`src/rtl/shared_bank_reallocator_pkg.sv`:
```
// Shared types and helpers for the shared-bank owner controller.
package shared_bank_reallocator_pkg;

   typedef enum logic [1:0] {
      StEnable = 2'd0,
      StDrain  = 2'd1,
      StSwitch = 2'd2
   } state_e;

   // LSB of this bank's VC slice within one port's port-major VC group.
   function automatic int unsigned bank_slice_lsb(input int unsigned port,
                                                  input int unsigned n_vcs,
                                                  input int unsigned bank,
                                                  input int unsigned vcs_per_bank);
      return port * n_vcs + bank * vcs_per_bank;
   endfunction

endpackage

```
`src/rtl/shared_bank_rr_pick.sv`:
```
// Combinational cyclic picker: first requester at or after the one-hot start pointer.
module shared_bank_rr_pick #(
   parameter int unsigned num_req = 5
) (
   input  logic [num_req-1:0] i_req,
   input  logic [num_req-1:0] i_start,
   output logic [num_req-1:0] o_winner,
   output logic               o_any_valid
);

   logic w_found;

   always_comb begin
      o_winner = '0;
      w_found  = 1'b0;
      for (int unsigned off = 0; off < num_req; off++) begin
         for (int unsigned s = 0; s < num_req; s++) begin
            if (!w_found && i_start[s] && i_req[(s + off) % num_req]) begin
               o_winner[(s + off) % num_req] = 1'b1;
               w_found = 1'b1;
            end
         end
      end
   end

   assign o_any_valid = |i_req;

endmodule

```
`src/rtl/shared_bank_reallocator.sv`:
```
// Per-bank shared-VC owner controller: congestion detect, drain, round-robin owner switch.
// Optional drain timeout enabled by defining DRAIN_TIMEOUT_EN.
module shared_bank_reallocator
   import shared_bank_reallocator_pkg::*;
#(
   parameter int unsigned num_vcs              = 4,
   parameter int unsigned num_ports            = 5,
   parameter int unsigned bank_id              = 0,
   parameter int unsigned num_vcs_per_bank     = 2,
   parameter int unsigned counter_width        = 4,
   parameter int unsigned congestion_threshold = 15,
   parameter int unsigned reset_owner          = 0,
   parameter int unsigned drain_timeout        = 64
) (
   input  logic                           clk,
   input  logic                           reset,
   input  logic [num_ports*num_vcs-1:0]   allocated_ip_ivc,
   input  logic [num_ports*num_vcs-1:0]   allocated_ip_shared_ivc,
   input  logic [num_vcs_per_bank-1:0]    shared_ivc_empty,
   output logic                           ready_for_allocation,
   output logic [0:num_ports-1]           memory_bank_grant_out,
   output logic                           realloc_pulse_out,
   output logic                           drain_abort_out
);

   localparam logic [counter_width-1:0] CntMax     = '1;
   localparam logic [counter_width-1:0] Thr        = counter_width'(congestion_threshold);
   localparam logic [num_ports-1:0]     ResetGrant = num_ports'(1) << reset_owner;

   if (reset_owner >= num_ports) begin : g_bad_owner
      $error("reset_owner must be below num_ports");
   end
   if (congestion_threshold < 1 || congestion_threshold >= (1 << counter_width)) begin : g_bad_thr
      $error("congestion_threshold out of range");
   end
   if (drain_timeout < 1) begin : g_bad_timeout
      $error("drain_timeout must be at least 1");
   end

   logic [num_ports-1:0]     w_busy;
   logic [num_ports-1:0]     w_shared_busy;
   logic                     w_drained;
   logic [counter_width-1:0] r_cnt [num_ports];
   logic [num_ports-1:0]     r_cong;
   state_e                   r_state;
   state_e                   w_state_d;
   logic [num_ports-1:0]     r_grant;
   logic [num_ports-1:0]     w_grant_d;
   logic [num_ports-1:0]     r_pending;
   logic [num_ports-1:0]     w_pending_d;
   logic [num_ports-1:0]     w_req;
   logic [num_ports-1:0]     w_start;
   logic [num_ports-1:0]     w_pick;
   logic                     w_pick_valid;
   logic                     w_owner_cong;
   logic                     w_abort;

   always_comb begin
      w_busy        = '0;
      w_shared_busy = '0;
      for (int unsigned p = 0; p < num_ports; p++) begin
         w_busy[p] = &allocated_ip_ivc[bank_slice_lsb(p, num_vcs, bank_id, num_vcs_per_bank)
                                       +: num_vcs_per_bank];
         w_shared_busy[p] =
            |allocated_ip_shared_ivc[bank_slice_lsb(p, num_vcs, bank_id, num_vcs_per_bank)
                                     +: num_vcs_per_bank];
      end
   end

   assign w_drained = ~|w_shared_busy & (&shared_ivc_empty);

   // Flag tracks the count before this cycle's increment, so it lags the counter by one.
   always_ff @(posedge clk or posedge reset) begin
      if (reset) begin
         for (int unsigned p = 0; p < num_ports; p++) begin
            r_cnt[p] <= '0;
         end
         r_cong <= '0;
      end else begin
         for (int unsigned p = 0; p < num_ports; p++) begin
            if (w_busy[p]) begin
               if (r_cnt[p] != CntMax) begin
                  r_cnt[p] <= r_cnt[p] + 1'b1;
               end
               r_cong[p] <= (r_cnt[p] >= Thr);
            end else begin
               r_cnt[p]  <= '0;
               r_cong[p] <= 1'b0;
            end
         end
      end
   end

   // Scan starts one port past the current owner.
   always_comb begin
      w_start = '0;
      for (int unsigned p = 0; p < num_ports; p++) begin
         w_start[(p + 1) % num_ports] = r_grant[p];
      end
   end

   assign w_req        = r_cong & ~r_grant;
   assign w_owner_cong = |(r_cong & r_grant);

   shared_bank_rr_pick #(
      .num_req (num_ports)
   ) u_rr_pick (
      .i_req       (w_req),
      .i_start     (w_start),
      .o_winner    (w_pick),
      .o_any_valid (w_pick_valid)
   );

`ifdef DRAIN_TIMEOUT_EN
   localparam int unsigned      DcntW    = $clog2(drain_timeout + 1);
   localparam logic [DcntW-1:0] DcntLast = DcntW'(drain_timeout - 1);

   logic [DcntW-1:0] r_dcnt;

   always_ff @(posedge clk or posedge reset) begin
      if (reset) begin
         r_dcnt <= '0;
      end else if (r_state != StDrain) begin
         r_dcnt <= '0;
      end else begin
         r_dcnt <= r_dcnt + 1'b1;
      end
   end
`endif

   always_comb begin
      w_state_d   = r_state;
      w_grant_d   = r_grant;
      w_pending_d = r_pending;
      w_abort     = 1'b0;
      case (r_state)
         StEnable: begin
            if (!w_owner_cong && w_pick_valid) begin
               w_pending_d = w_pick;
               w_state_d   = StDrain;
            end
         end
         StDrain: begin
            if (w_drained) begin
               w_state_d = StSwitch;
            end
`ifdef DRAIN_TIMEOUT_EN
            else if (r_dcnt == DcntLast) begin
               w_state_d = StEnable;
               w_abort   = 1'b1;
            end
`endif
         end
         StSwitch: begin
            w_grant_d = r_pending;
            w_state_d = StEnable;
         end
         default: w_state_d = StEnable;
      endcase
   end

   always_ff @(posedge clk or posedge reset) begin
      if (reset) begin
         r_state   <= StEnable;
         r_grant   <= ResetGrant;
         r_pending <= '0;
      end else begin
         r_state   <= w_state_d;
         r_grant   <= w_grant_d;
         r_pending <= w_pending_d;
      end
   end

   assign ready_for_allocation = (r_state == StEnable);
   assign realloc_pulse_out    = (r_state == StSwitch);

`ifdef DRAIN_TIMEOUT_EN
   assign drain_abort_out = w_abort;
`else
   assign drain_abort_out = 1'b0;
`endif

   for (genvar p = 0; p < num_ports; p++) begin : g_grant_out
      assign memory_bank_grant_out[p] = r_grant[p];
   end

endmodule

```
`config.mk`:
```
export PLATFORM = sky130hd
export DESIGN_NAME = shared_bank_reallocator
export DESIGN_NICKNAME = d
export VERILOG_FILES = /design/src/rtl/shared_bank_reallocator_pkg.sv /design/src/rtl/shared_bank_rr_pick.sv /design/src/rtl/shared_bank_reallocator.sv
export SDC_FILE = /design/constraint.sdc
export NUM_CORES = 1
export LEC_CHECK = 0
export CORE_AREA = 5 5 72 74
export CTS_BUF_LIST = sky130_fd_sc_hd__clkbuf_2 sky130_fd_sc_hd__clkbuf_4 sky130_fd_sc_hd__clkbuf_8
export DETAILED_ROUTE_END_ITERATION = 8
export DIE_AREA = 0 0 77 79
export DONT_BUFFER_PORTS = 1
export GPL_TIMING_DRIVEN = 0
export REMOVE_ABC_BUFFERS = 1
export SLEW_MARGIN = 30
export SYNTH_ARGS = -nofsm -noshare
export SYNTH_HDL_FRONTEND = slang
export SYNTH_SLANG_ARGS = --single-unit
```
`constraint.sdc`:
```
create_clock -name clk -period 2.4 [get_ports clk]
set_input_delay 0.12 -clock clk [delete_from_list [all_inputs] [get_ports clk]]
set_output_delay 0.12 -clock clk [all_outputs]
set_load 0.02 [all_outputs]
```
**Yosys cells after proc, flatten, opt, wreduce, memory -nomap -nowiden**

Cells that the tools add are included.

- Order comparisons: 5
- Reduce and logical (&&, ||, !) cells: 88
- Eq/ne operators: 14
- Add/sub/neg operators: 5
- Shift operators: 0
- Div/mod/pow operators: 0
- Multiply operators: 0
- Bitwise logic cells: 4
- Muxes and demuxes: 66

Operators by type and width:

| cell | number |
|---|---|
| 1-bit two-way mux | 53 |
| 1-bit logical AND | 50 |
| 4-bit two-way mux | 10 |
| 1-bit logical NOT | 26 |
| 4-bit by 1-bit adder with 4-bit output, second input constant | 5 |
| 4-bit >= comparator, second input constant | 5 |
| 4-bit != test, second input constant | 5 |
| 2-bit AND reduction | 8 |
| 2-bit by 1-bit != test with 1-bit output, second input constant | 6 |
| 5-bit bitwise AND | 2 |
| 10-bit OR reduction | 1 |
| 5-bit OR reduction | 2 |
| 5-bit inverter | 1 |
| 2-bit two-way mux | 2 |
| 2-bit one-hot mux with 2 select lines | 1 |
| 2-bit by 1-bit equality test with 1-bit output, second input constant | 1 |
| 2-bit equality test, second input constant | 1 |
| 2-bit logical NOT | 1 |
| 2-bit != test, second input constant | 1 |
| 1-bit bitwise AND | 1 |

- Bits in read-only memories: 0
- Bits in registers: 37
- Memories: 0
- Word-level logic and storage cells: 191
- Latch bits: 0
- Output and inout port bits: 8
- Memory bits (writable): 0

**Longest topological paths before layout**

- Depth in word-level cells: 100
- Mapped depth: 7

**By module**

Synthesis repeated with hierarchy kept, for this count alone.

- Cells, all modules: 236
- Area, all modules: 2,128.3 um^2

Modules (own cells, without submodules):

| module | instances | area each (um^2) | sequential area each (um^2) | cells each |
|---|---|---|---|---|
| shared_bank_reallocator | 1 | 1,635.3 | 927.1 | 159 |
| shared_bank_rr_pick | 1 | 493.0 | 0.0 | 77 |

**Least setup slack after synthesis**

OpenSTA, ideal clock, no wires.

- Path kind: reg-to-reg
- Start: register r_grant[0]
- End: register r_pending[3]
- Arrival: 1.540 ns
- Buffers on the path: 0
- Stages on the path, launching flop included: 6
- Library setup time: 0.082 ns
- Path slack: 0.779 ns
- Cells stage by stage: dfstp_2 nand3b_1 nand2_1 nor4_4 o211ai_1 a31oi_1

- Word-level cells in the longest chain between the ends: 100
- Elaborated cells between the ends (all ways): 110

RTL lines:

| element | RTL line | RTL |
|---|---|---|
| start: declaration | shared_bank_reallocator.sv:47 | `logic [num_ports-1:0] r_grant;` |
| start signal: assignment | shared_bank_reallocator.sv:165 | `r_grant <= ResetGrant;` |
| start signal: assignment | shared_bank_reallocator.sv:169 | `r_grant <= w_grant_d;` |
| 5-bit inverter | shared_bank_reallocator.sv:102 | `assign w_req = r_cong & ~r_grant;` |
| 5-bit bitwise AND | shared_bank_reallocator.sv:102 |  |
| 1-bit logical AND | shared_bank_rr_pick.sv:18 | `if (!w_found && i_start[s] && i_req[(s + off) % num_req]) begin` |
| 1-bit two-way mux | shared_bank_rr_pick.sv:18 |  |
| 1-bit logical NOT | shared_bank_rr_pick.sv:18 |  |
| 1-bit logical AND (2 in series) | shared_bank_rr_pick.sv:18 |  |
| 1-bit two-way mux | shared_bank_rr_pick.sv:18 |  |
| 1-bit logical NOT | shared_bank_rr_pick.sv:18 |  |
| [80 not listed] | n/a |  |
| 1-bit logical AND (2 in series) | shared_bank_rr_pick.sv:18 |  |
| 1-bit two-way mux | shared_bank_rr_pick.sv:18 |  |
| 1-bit logical NOT | shared_bank_rr_pick.sv:18 |  |
| 1-bit logical AND (2 in series) | shared_bank_rr_pick.sv:18 |  |
| 1-bit two-way mux | shared_bank_rr_pick.sv:18 |  |
| 1-bit logical NOT | shared_bank_rr_pick.sv:18 |  |
| 1-bit logical AND (2 in series) | shared_bank_rr_pick.sv:18 |  |
| 1-bit two-way mux | shared_bank_rr_pick.sv:18 |  |
| end signal: assignment | shared_bank_reallocator.sv:170 | `r_pending <= w_pending_d;` |
| end: declaration | shared_bank_reallocator.sv:49 | `logic [num_ports-1:0] r_pending;` |

Several ways; a longest one is shown, not always the timed one.
A chain may end at the register's enable or synchronous reset.

**Worst setup path after layout**

- Start: register r_grant[1]
- End: register r_pending[1]

- Word-level cells in the longest chain between the ends: 88
- Elaborated cells between the ends (all ways): 98

RTL lines:

| element | RTL line |
|---|---|
| 5-bit inverter | shared_bank_reallocator.sv:102 |
| 5-bit bitwise AND | shared_bank_reallocator.sv:102 |
| 1-bit logical AND | shared_bank_rr_pick.sv:18 |
| 1-bit two-way mux | shared_bank_rr_pick.sv:18 |
| 1-bit logical NOT | shared_bank_rr_pick.sv:18 |
| 1-bit logical AND (2 in series) | shared_bank_rr_pick.sv:18 |
| 1-bit two-way mux | shared_bank_rr_pick.sv:18 |
| 1-bit logical NOT | shared_bank_rr_pick.sv:18 |
| [68 not listed] | n/a |
| 1-bit logical AND (2 in series) | shared_bank_rr_pick.sv:18 |
| 1-bit two-way mux | shared_bank_rr_pick.sv:18 |
| 1-bit logical NOT | shared_bank_rr_pick.sv:18 |
| 1-bit logical AND (2 in series) | shared_bank_rr_pick.sv:18 |
| 1-bit two-way mux | shared_bank_rr_pick.sv:18 |
| 1-bit logical NOT | shared_bank_rr_pick.sv:18 |
| 1-bit logical AND (2 in series) | shared_bank_rr_pick.sv:18 |
| 1-bit two-way mux | shared_bank_rr_pick.sv:18 |

Several ways; a longest one is shown, not always the timed one.

==> results.md <==
* Minimum clock period at ~2.1 ns
* End-of-flow core utilization at 47.8%
* Worst min-delay path category: in -> reg
* Max-slew violation count at 0
* Wire length of the first global-routing pass at 6960 um
* GRT met1 Usage at 17.6%
* Initial core utilization at 44.4%
* Most instantiated library cell after synthesis: sky130_fd_sc_hd__nor2_1
* Remaining antenna violation count at 0
* Setup repair after global routing missed its margin: false
* Layout overhead on the synthesized area at 7.77%
* Xor and xnor area share after synthesis at 2.18%
* Final Hold Fails at 0
* GPL Wtd Cong at 0.814
* Clock latency reported for the late side of the worst-skew pair at roughly 0.29 ns
* Max stage delay cell, worst path: sky130_fd_sc_hd__dfrtp_1
* Area share of the leading cell type in the synthesized netlist at 44.8%
* Half-perimeter wire length after detailed placement at 2900 um
* Worst vdd rail ir drop at 353 uV
* CP Depth at 5
* Pwr/cell area at 549 nW/um^2
* Startpoint class of the critical path: register
* Overall power consumption at 1.19 mW
* Period utilisation layout at 87.4%
* Max Cap Viol at 0
* DRC errors left at 0
* Library cell occupying the most area in the post-synthesis netlist: sky130_fd_sc_hd__dfrtp_1
* Routed Wire Length at 4080 um
* Total setup violations reported at the end of the flow at 0
* Number of cell instances on the worst register-to-register path at 5
* Avg Synthesized Cell Area at 9.19 sq um
* Iteration count of the initial detailed-routing pass at 4
* Mux cell area share after synthesis at under 10%
* Clock transition at the registers of the reported paths at roughly 0.08 ns
* Clock buffer count from CTS at 5
* Total placed cells including tap cells at 266
* Number of library cell types mapped by synthesis at between 40 and 50
* Top flip-flop cell by instance count after synthesis: sky130_fd_sc_hd__dfrtp_1
* Worst-path cell chain: nor2b_1, nor3_1, a21oi_2, o311a_1, a31oi_1
* Number of buffers inserted by post-CTS setup repair at 0
* Vert. Die Dim at 79 um
* Outcome: completed
* DIE AREA at between 6000 and 7000 sq um
* First-iteration detailed-routing DRC count at 128
* Endpoint kind of the worst setup timing path: register
* Max frequency at 477 MHz
* Top cells by count, synth: 38 x sky130_fd_sc_hd__nor2_1, 36 x sky130_fd_sc_hd__dfrtp_1, 21 x sky130_fd_sc_hd__nand2_1, 14 x sky130_fd_sc_hd__nand3_1, 13 x sky130_fd_sc_hd__nor3_1
* #FFs+latches synth at 37
* Routed length per instance at 14.8 um
* Antenna diode count at 0
* Met3 layer usage reported by global route at 4.99%
* Die boundary width at 77 um
* WHS Path Cells at 3
* Number of port buffers at 0
* Clock tree from TritonCTS: done
* Synthesized-area fraction occupied by ao, oa, aoi and oai cells at 12.6%
* Fraction of the yosys area taken by sequential cells at 46.1%
* Final #Nets at ~270
* I/O pins at 52
* Number of antenna violations at the first check in global routing at 0
* Filler instances at 426
* Max-Slew Margin vs Limit at 40.7%
* WP data required at 2.57 ns
* Maximum number of pins on one net before global-route repair at 21
* Category of cells accounting for the largest share of critical-path delay: compound AO/OA/AOI/OAI gates
* Delay of the slowest cell on the worst path at ~0.6 ns
* Sink count of the clock tree at 37
* Global routing usage summed across all routing layers at 14.2%
* Leakage component of the power at 0.930 nW
* Average via count per standard cell at between 5 and 6
* Placeable core region at between 4000 and 5000 sq um
* Fraction of registers with async set or reset after synthesis at 100%
* Post-synth EDFFs at 0
* Fraction of the mapped netlist area in adder cells at 3.11%
* Biggest area contributors in the synthesized netlist: sky130_fd_sc_hd__dfrtp_1 45%, sky130_fd_sc_hd__nor2_1 7.1%, sky130_fd_sc_hd__nand2_1 3.9%
* Filler-free cell count of the finished design at 275
* Bufs and invs on worst path at 0
* Dominant combinational cell family by area after synthesis: simple AND/OR/NAND/NOR gates
* Post-Synthesis Cell Area at around 2000 sq um
* Vias in the first global route at 1,505
* FP Rows at 25
* Max Root-Sink Buffers at 2
* Cell count after synthesis at around 220
* Depth of the CTS H-tree at 2
* Fraction of final layout cells with drive strength greater than 1 at 8.60%
* Clock root cell: sky130_fd_sc_hd__clkbuf_8
* Post-Synth Simple-Gate Area at 28.5%
* Total number of yosys warnings at 0
* Most crowded layer after global routing: met2
* Type of the setup path with the least slack: reg -> reg
* Worst-margin pin slew at 0.886 ns
* GR Layer Usage met2 at 22.5%
* DR vias at approximately 1,600
* Worst clock skew at 0.00949 ns
* Arrival time of the worst setup path at around 2.3 ns
* GRT overflow at 0
* Biggest fanout along the worst timing path at 13
kinds of logic after synthesis:
family / count (synthesis)
fa+ha+maj: 5
mux: 8
buf+inv: 12
xor+xnor: 5
flops: 37
other cells: 1
compound gates: 37
simple gates: 114
through the flow:
step / setup TNS (ns) / worst slack, ns / hold slack (ns) / instance area, sq um
final: 0 / 0.302 / 0.00794 / 2170
after CTS: 0 / 0.00982 / 0.00837 / 2160
after global routing: 0 / 0.104 / 0.00913 / 2170
after floorplan: 0 / 0.521 / 0.297 / 1960
after global placement: -0.0311 / -0.0311 / 0.320 / 2030
after detailed placement: 0 / 0.0231 / 0.0385 / 2060
sequential cells by signal (all words and copies together) (netlist names):
name and cells:
r_state 2, r_grant 5, r_cnt 20, r_pending 5, r_cong 5
report_power, final:
part           switching [mW]  internal [mW]  leakage [nW]
clock network           0.219          0.257        0.0523
logic                  0.0362         0.0240         0.377
registers              0.0147          0.639         0.500
routing by layer:
layer	part of all wire, %	vias to the layer above
met5	0	-
met4	1.3	0
met3	7.1	5
met2	45	59
met1	46	760
li1	-	784
layout by cell type, fill, tap and decap left out, types with 3 or more instances in the layout:
cell / netlist / layout
sky130_fd_sc_hd__mux2_2: 3 / 3
sky130_fd_sc_hd__a31oi_1: 10 / 10
sky130_fd_sc_hd__nor3b_1: 5 / 5
sky130_fd_sc_hd__nand4_1: 4 / 4
sky130_fd_sc_hd__nor2b_1: 5 / 5
sky130_fd_sc_hd__clkbuf_8: 0 / 6
sky130_fd_sc_hd__mux2i_1: 5 / 5
sky130_fd_sc_hd__a211oi_1: 3 / 3
sky130_fd_sc_hd__o21ai_0: 5 / 5
sky130_fd_sc_hd__nand2_1: 21 / 21
sky130_fd_sc_hd__nand3b_1: 6 / 6
sky130_fd_sc_hd__nand2b_1: 3 / 3
sky130_fd_sc_hd__nor3_1: 13 / 13
sky130_fd_sc_hd__ha_1: 5 / 5
sky130_fd_sc_hd__xnor2_1: 5 / 5
sky130_fd_sc_hd__nor2_1: 38 / 38
sky130_fd_sc_hd__nand3_1: 14 / 14
sky130_fd_sc_hd__dfrtp_1: 36 / 36
sky130_fd_sc_hd__a21oi_1: 6 / 5
worst reg2reg max path: cells and delay by family (launching register included):
family	cells	cell delay [ns]
AND/OR/NAND/NOR	2	0.61
flip-flops	1	0.61
AO/OA/AOI/OAI	3	0.78
final cells by class:
cell class	instances	area (sq um)	area share (%)
timing repair buffer	2	37.5	1.73
tap	54	67.6	3.12
clock buffer	8	97.6	4.50
multi-input combinational	170	1020	47.2
sequential	37	927	42.8
inverter	4	15.0	0.692
worst paths after layout:
path	from	end	slack, ns
max in group asynchronous	reset	r_cong[1]	1.66
worst min-delay path	allocated_ip_shared_ivc[8]	r_state[1]	0.008
worst max-delay path	r_grant[1]	r_pending[1]	0.30
min in group asynchronous	reset	r_pending[4]	0.29
worst max register to register	r_grant[1]	r_pending[1]	0.30
worst min register to register	r_pending[2]	r_grant[2]	0.49
timing repair:
item                                    in CTS  in global routing
endpoints found under the setup margin       0                  5
endpoints found under the hold margin       16                  0
hold buffers                                 1                  0
gates resized for setup                      0                  1
(Power assumes the default switching activity.)
